--- config.mk ---
export PLATFORM = sky130hd
export DESIGN_NAME = regfile_wb_arbiter
export DESIGN_NICKNAME = d
export VERILOG_FILES = /design/src/rtl/regfile_wb_arbiter_pkg.sv /design/src/rtl/regfile_wb_arbiter_rr_arbiter.sv /design/src/rtl/regfile_wb_arbiter.sv
export SDC_FILE = /design/constraint.sdc
export NUM_CORES = 1
export LEC_CHECK = 0
export ABC_AREA = 1
export CAP_MARGIN = 20
export CORE_MARGIN = 2
export CORE_UTILIZATION = 41
export CTS_CLUSTER_DIAMETER = 60
export DETAILED_ROUTE_END_ITERATION = 7
export GPL_ROUTABILITY_DRIVEN = 0
export PLACE_DENSITY = 0.84
export SYNTH_ARGS = -nofsm -noshare
export SYNTH_HDL_FRONTEND = slang
export SYNTH_SLANG_ARGS = --single-unit
--- constraint.sdc ---
create_clock -name clk -period 2.72 [get_ports clk]
set_clock_uncertainty 0.2 [all_clocks]
set_input_delay 0.408 -clock clk [delete_from_list [all_inputs] [get_ports clk]]
set_output_delay 0.408 -clock clk [all_outputs]
set_load 0.02 [all_outputs]
--- src/rtl/regfile_wb_arbiter_pkg.sv ---
// Shared types and constants for the register-file writeback path.
// Latency: n/a (declarations only).
// Backpressure: n/a.
package regfile_wb_arbiter_pkg;

    localparam int XLEN       = 32;
    localparam int REG_ADDR_W = 5;
    localparam int NUM_REGS   = 32;

    // One writeback request as seen by the register file port.
    typedef struct packed {
        logic [REG_ADDR_W-1:0] rd;
        logic [XLEN-1:0]       data;
    } wb_req_t;

    // Round-robin successor: the slot after the winner gets first look next time.
    function automatic int rr_next(input int g, input int n);
        return (g + 1 >= n) ? 0 : g + 1;
    endfunction

endpackage

--- src/rtl/regfile_wb_arbiter_rr_arbiter.sv ---
// Round-robin arbiter: one-hot grant to the first requester at or after ptr_i.
// Latency: combinational, zero cycles.
// Backpressure: en_i low suppresses every grant; requesters simply wait.
module regfile_wb_arbiter_rr_arbiter #(
    parameter int N     = 3,
    parameter int PTR_W = (N > 1) ? $clog2(N) : 1
) (
    input  logic [N-1:0]     req_i,
    input  logic [PTR_W-1:0] ptr_i,
    input  logic             en_i,
    output logic [N-1:0]     gnt_o
);

    logic found;
    int   idx;

    // Scan ptr, ptr+1, ... (mod N) and grant the first active request.
    always_comb begin
        gnt_o = '0;
        found = 1'b0;
        idx   = 0;
        for (int k = 0; k < N; k++) begin
            idx = (int'(ptr_i) + k) % N;
            if (en_i && !found && req_i[idx]) begin
                gnt_o[idx] = 1'b1;
                found      = 1'b1;
            end
        end
    end

endmodule

--- src/rtl/regfile_wb_arbiter.sv ---
// Shares the register file write port among NUM_REQ writeback sources, round-robin.
// Latency: 1 cycle from accepted request to rf_we_o/rf_waddr_o/rf_wdata_o.
// Backpressure: valid/ready per requester; stall_i or reset withholds every ready.
module regfile_wb_arbiter #(
    parameter int NUM_REQ = 3,
    parameter int XLEN    = 32
) (
    input  logic                    clk,
    input  logic                    reset,
    input  logic                    stall_i,
    input  logic [NUM_REQ-1:0]      req_valid_i,
    input  logic [NUM_REQ*5-1:0]    req_rd_i,
    input  logic [NUM_REQ*XLEN-1:0] req_data_i,
    output logic [NUM_REQ-1:0]      req_ready_o,
    output logic                    rf_we_o,
    output logic [4:0]              rf_waddr_o,
    output logic [XLEN-1:0]         rf_wdata_o,
    output logic [31:0]             wb_pending_o
);
    import regfile_wb_arbiter_pkg::*;

    localparam int PTR_W = $clog2(NUM_REQ);

    logic [PTR_W-1:0]      rr_ptr_q, rr_ptr_d;
    logic                  rf_we_q, rf_we_d;
    logic [REG_ADDR_W-1:0] rf_waddr_q, rf_waddr_d;
    logic [XLEN-1:0]       rf_wdata_q, rf_wdata_d;
    logic [NUM_REQ-1:0]    gnt;
    logic [NUM_REGS-1:0]   pending;
    logic                  arb_en;

    // Grants are withheld while the pipeline freezes the port or during reset.
    assign arb_en = !stall_i && !reset;

    regfile_wb_arbiter_rr_arbiter #(
        .N     (NUM_REQ),
        .PTR_W (PTR_W)
    ) u_arb (
        .req_i (req_valid_i),
        .ptr_i (rr_ptr_q),
        .en_i  (arb_en),
        .gnt_o (gnt)
    );

    assign req_ready_o = gnt;

    // Next state: the winner's rd/data go to the port; x0 writes are consumed silently.
    always_comb begin
        rr_ptr_d   = rr_ptr_q;
        rf_we_d    = 1'b0;
        rf_waddr_d = rf_waddr_q;
        rf_wdata_d = rf_wdata_q;
        for (int i = 0; i < NUM_REQ; i++) begin
            if (gnt[i]) begin
                rr_ptr_d   = PTR_W'(rr_next(i, NUM_REQ));
                rf_we_d    = (req_rd_i[5*i +: 5] != '0);
                rf_waddr_d = req_rd_i[5*i +: 5];
                rf_wdata_d = req_data_i[XLEN*i +: XLEN];
            end
        end
    end

    // Pointer and output register; reset discards any write not yet presented.
    always_ff @(posedge clk) begin
        if (reset) begin
            rr_ptr_q   <= '0;
            rf_we_q    <= 1'b0;
            rf_waddr_q <= '0;
            rf_wdata_q <= '0;
        end else begin
            rr_ptr_q   <= rr_ptr_d;
            rf_we_q    <= rf_we_d;
            rf_waddr_q <= rf_waddr_d;
            rf_wdata_q <= rf_wdata_d;
        end
    end

    // Pending bitmap: every waiting destination plus the write on the port now; x0 never pends.
    always_comb begin
        pending = '0;
        for (int i = 0; i < NUM_REQ; i++) begin
            if (req_valid_i[i]) begin
                pending[req_rd_i[5*i +: 5]] = 1'b1;
            end
        end
        if (rf_we_q) begin
            pending[rf_waddr_q] = 1'b1;
        end
        pending[0] = 1'b0;
    end

    assign rf_we_o      = rf_we_q;
    assign rf_waddr_o   = rf_waddr_q;
    assign rf_wdata_o   = rf_wdata_q;
    assign wb_pending_o = pending;

endmodule

==> flow_summary.toml, run 1 <==
[critical_path]
worst-path-max-fanout = 7
crit_type = "in2out"
startpoint_type = "input pin"
required_ns = 2.11
end_kind = "output port"
crit_path_start = "req_rd_i[8]"
timing.rr.start = "rr_ptr_q[0]"
worstPathArrival_ns = 2.07

[sta]
slew_violations = 0
fin_crit_sh_pct = 98.46
final_hold_viol_count = 0
max_freq_mhz = 373.4
fin_crit_ns = 2.678
setup_tns_ns = 0
setup_viol = 0

[finish]
multiInputGateArea_um2 = 2512
seq_area_um2 = 805.8
syn_to_final_growth_pct = 70.46
layout_common_cells = "clkdlybuf4s50_1, nand2_1, nor2_1"
diodes = 0
nets = 1000
final_common_cell = "clkdlybuf4s50_1"
drive_gt1_share_pct = 15.91
n_fill_cell = 707
layout.cells.non_filler = 988

[logic_synthesis]
synth_xor_area_share_pct = 0
synth_warnings = 0
synth_cell_type_count = 33
synthCells = 636
synthArstFlopShare_pct = 0
yosys_register_bits = 40
synth_flop_cell = "dfxtp_1"
syn_area_per_cell_um2 = 5.894
synth_simple_gate_area_share_pct = 44.59
synth.area.mux_share_pct = 0
synth_edf_count = 0
seq_area_frac_synth_pct = 21.36
synth_area_um2 = 3749
synth_top_family_by_area = "simple AND/OR/NAND/NOR gates"
synthAdderAreaFrac_pct = 1.335
synth-compound-area-share_pct = 18.59
syn_nets = 757

[global_route]
grt_use_total_pct = 29.35
grt_antenna_before_repair = 0
grt.overflow.total = 0
grt_pass1_vias = 5179
grt_pass1_wl_mm = 24.16
grt_max_degree = 53

[detailed_routing]
final_antenna_net_count = 0
vias = 5499
drt-total-wl_mm = 15.52
wl_per_cell_um = 15.71
first_iter_violations = 372
drtPass1Iterations = 7
remaining_drc_errors = 0
via_per_inst = 5.566

[floorplan]
num_rows = 34
die_w_um = 99.62
initial_core_util_pct = 42.57
die_area_um2 = 9924
pin_count = 190
core-area_um2 = 8806
die_y_um = 99.62

[place]
io_buffers = 188
dp_cells = 970
hpwl_mm = 11.66

[clocking]
root_buffer = "clkbuf_8"
numCtsBuffers = 5
cts_tree = "yes"
clk_latency_ns = 0.28
clkTransAtPathRegs_ns = 0.08
cts.sinks = 40
htreeDepth = 2
clockBufferDepth = 2

[worst_hold_path]
min-delay-start = "rf_wdata_o[27]"
hp-class = "reg2reg"

[outcome]
outcome = "finished clean"

[power_and_ir_drop]
power_density_nw_per_um2 = 390.4
ir_worst_vdd_v = 0.0002496
p_leak_uw = 0.002956

[run]
maxCapViolCount = 0
==> worst max-delay path: stages <==
cell and delay (ns):
clkdlybuf4s50_1 0.47, inv_1 0.24, nor3_1 0.09, buf_4 0.16
a41oi_1 0.17, o221ai_1 0.17, dlygate4sd2_1 0.36
==> path summary, 6_finish.rpt <==
path,endpoint,slack (ns),cells past startpoint
setup / recovery,wb_pending_o[12],0.04,7
hold / removal,rf_wdata_o[27],0.38,4
setup reg to reg,rf_wdata_o[9],0.12,17
hold reg to reg,rf_wdata_o[27],0.38,4
==> cell type report <==
type / instances / area share [%]
clock buffers: 5 / 1.077
multi-input cells: 484 / 39.32
flip-flops and latches: 40 / 12.61
clock inverters: 3 / 0.6658
well taps: 108 / 2.115
inverters: 78 / 4.582
repair buffers: 270 / 39.63
==> power breakdown <==
group	total [µW]	leakage (µW)	switching (µW)	internal [µW]
Clock	486	0.0000541	214	272
Combinational	1280	0.00257	677	601
Sequential	731	0.000328	67.2	663
Total	2490	0.00296	958	1540
==> state kept, by name, summed over array words and instances (netlist names) <==
register	cells
rf_we_o	1
rr_ptr_q	2
rf_wdata_o	32
rf_waddr_o	5
==> routing by layer <==
| layer | wire (µm) | share of wire (%) | track usage, % | vias to the layer above |
|---|---|---|---|---|
| met4 | 542 | 3.5 | 10.96 | 0 |
| met1 | 5804 | 37 | 33.45 | 2477 |
| li1 | - | - | - | 2618 |
| met3 | 1373 | 8.8 | 5.973 | 61 |
| met5 | 0 | 0 | 0 | - |
| met2 | 7802 | 50 | 53.74 | 343 |
==> synth_stat cells, types with 2 or more instances <==
cell | count | area share [%]
nand2_1 | 140 | 14
nor2_1 | 96 | 9.6
nand3_1 | 92 | 12
inv_1 | 72 | 7.2
dfxtp_1 | 40 | 21
o221ai_1 | 30 | 7.0
nor3_1 | 27 | 3.6
o21ai_1 | 23 | 3.1
a22oi_1 | 18 | 3.6
clkbuf_1 | 11 | 1.1
o21ai_0 | 11 | 1.5
buf_6 | 9 | 2.7
a21oi_1 | 8 | 1.1
buf_2 | 8 | 1.1
buf_4 | 6 | 1.2
inv_2 | 6 | 0.60
nor2_2 | 5 | 0.83
a31oi_1 | 4 | 0.67
ha_1 | 4 | 1.3
a41oi_1 | 3 | 0.70
nand2_4 | 3 | 0.90
nand3_2 | 3 | 0.80
nor4_1 | 3 | 0.50
nand2_2 | 2 | 0.33
nand3b_1 | 2 | 0.40
nor2_4 | 2 | 0.60
o21ai_2 | 2 | 0.47
==> kinds of logic after synthesis <==
kind of cell | after synthesis
other | 1
buffers and inverters | 113
DFF | 40
AOI/OAI and AO/OA | 101
and+or+nand+nor | 377
adders and majority gates | 4
==> stage by stage <==
step	total power [µW]	hold slack, ns	setup slack [ns]	area, µm²	util (%)
after floorplan	1374	0.2931	0.3664	3749	-
after global placement	1886	0.3133	-0.2179	6091	69.17
after detailed placement	1922	0.3402	-0.3062	6091	69.17
after CTS	2422	0.3468	-0.005957	6252	71.00
after global routing	2635	0.4187	-0.03039	6390	72.56
final	2495	0.3842	0.04201	6390	72.56
==> what timing repair did <==
item / CTS / global route
gates resized for setup: 45 / 52
pin swaps: 1 / 12
endpoints found under the setup margin: 59 / 62
buffers inserted: 2 / 6
cloned: 1 / 1
hold buffers: 0 / 0
Power figures use the tool's default switching activity.
==> run 2: changes to the inputs <==
--- a/config.mk
+++ b/config.mk
@@ -13,6 +13,7 @@
 export DETAILED_ROUTE_END_ITERATION = 7
 export GPL_ROUTABILITY_DRIVEN = 0
 export PLACE_DENSITY = 0.84
+export SETUP_SLACK_MARGIN = 0.1
 export SYNTH_ARGS = -nofsm -noshare
 export SYNTH_HDL_FRONTEND = slang
 export SYNTH_SLANG_ARGS = --single-unit
==> flow_summary.toml, run 2 (same netlist as run 1, synthesis figures left out) <==
[detailed_routing]
via_per_inst = 5.619
drt-total-wl_mm = 16.14
remaining_drc_errors = 0
final_antenna_net_count = 0
first_iter_violations = 380
wl_per_cell_um = 16.31
vias = 5563
drtPass1Iterations = 5

[critical_path]
cp_slowest_stage_delay_ns = 0.49
startpoint_type = "input pin"
crit_type = "in2out"
required_ns = 2.11
end_kind = "output port"
crit_buf_inv = 3
path_cells = "clkdlybuf4s50_1 -> buf_4 -> nor3_1 -> a22oi_1 -> o221ai_1 -> dlygate4sd2_1"
worst-path-max-fanout = 6
cpLargestDelayFamily = "buffers and inverters"
crit_slowest_cell = "clkdlybuf4s50_1"
worstPathArrival_ns = 2.02

[finish]
layout_common_cells = "clkdlybuf4s50_1, nand2_1, nor2_1"
syn_to_final_growth_pct = 71.33
drive_gt1_share_pct = 19.27
diodes = 0
final_common_cell = "clkdlybuf4s50_1"
nets = 1002
largest_reg_flops = 32

[power_and_ir_drop]
power_frac_seq_pct = 29.0
internal-power_uw = 1537
power_frac_comb_pct = 51.8
ir_worst_vdd_v = 0.0002568
power_density_nw_per_um2 = 393.2
p_leak_uw = 0.002909
clockPowerShare_pct = 19.2
p_sw_share_pct = 39.16
power_switching_uw = 989.0

[sta]
max_freq_mhz = 381.2
final_hold_viol_count = 0
slew_violations = 0
fin_crit_sh_pct = 96.44
setup_viol = 0
fin_crit_ns = 2.623
rsz0062_at_grt = "yes"
setup_tns_ns = 0
hold_ws_ns = 0.3853

[global_route]
grt_antenna_before_repair = 0
grt.overflow.total = 0
grt_max_degree = 53
grt_pass1_vias = 5336
grt_pass1_wl_mm = 24.86
grt_use_total_pct = 30.24

[clocking]
cts.sinks = 40
cts_tree = "yes"
clkTransAtPathRegs_ns = 0.08
htreeDepth = 2
clockBufferDepth = 2
numCtsBuffers = 5
clk_latency_ns = 0.28
root_buffer = "clkbuf_8"

[floorplan]
initial_core_util_pct = 42.57
die_area_um2 = 9924
num_rows = 34
die_y_um = 99.62
die_w_um = 99.62
pin_count = 190
core-area_um2 = 8806

[worst_hold_path]
hp-class = "reg2reg"

[run]
maxCapViolCount = 0

[place]
hpwl_mm = 11.66
io_buffers = 188

[outcome]
outcome = "finished clean"
-- run 2: final timing paths --
path                                     start               end  slack, ns  depth (start not counted)
worst max-delay path               req_rd_i[9]  wb_pending_o[11]        0.1                          6
worst min-delay path            rf_wdata_o[27]    rf_wdata_o[27]       0.39                          4
worst max register to register     rr_ptr_q[0]    rf_wdata_o[20]       0.19                         19
worst min register to register  rf_wdata_o[27]    rf_wdata_o[27]       0.39                          4
-- run 2: power by group through the flow --
stage | combinational, µW | clock (µW) | sequential [µW]
global placement | 1150 | 0 | 735
finish | 1310 | 486 | 732
global route | 1410 | 516 | 739
floorplan | 560 | 0 | 814
detailed placement | 1180 | 0 | 739
CTS | 1220 | 491 | 728
-- run 2: cell type report --
class | instances | area, µm²
well taps | 108 | 135.1
repair buffers | 271 | 2486
flip-flops and latches | 40 | 805.8
multi-input cells | 485 | 2586
inverters | 78 | 297.8
clock inverters | 3 | 42.54
fillers | 685 | 2384
clock buffers | 5 | 68.82
-- run 2: metrics by stage --
stage               utilization [%]  worst slack, ns  std cells  power (µW)  area, µm²
global route                  72.93          0.04576        990        2664       6422
global placement              69.17          -0.2179        970        1886       6091
finish                        72.93          0.09680        990        2526       6422
floorplan                         -           0.3664        636        1374       3749
detailed placement            69.17          -0.3062        970        1922       6091
CTS                           71.95          0.07282        986        2443       6336
-- run 2: tightest hold or removal path, delay by kind of cell, from the launching register on --
kind                   cells  cell delay [ns]
buffers and inverters      1             0.03
DFF                        1             0.32
and+or+nand+nor            3             0.21
-- run 2: metal layers --
| layer | track usage, % | share of wire [%] | vias up |
|---|---|---|---|
| li1 | - | - | 2624 |
| met1 | 33.58 | 37 | 2525 |
| met2 | 55.25 | 50 | 360 |
| met3 | 6.465 | 8.8 | 54 |
| met4 | 13.17 | 3.5 | 0 |
| met5 | 0 | 0 | - |
-- run 2: repair_timing --
item	CTS	global route
buffers inserted	6	4
pin swaps	4	11
hold buffers	0	0
endpoints found under the setup margin	71	70
gates resized for setup	87	89
cloned	2	1
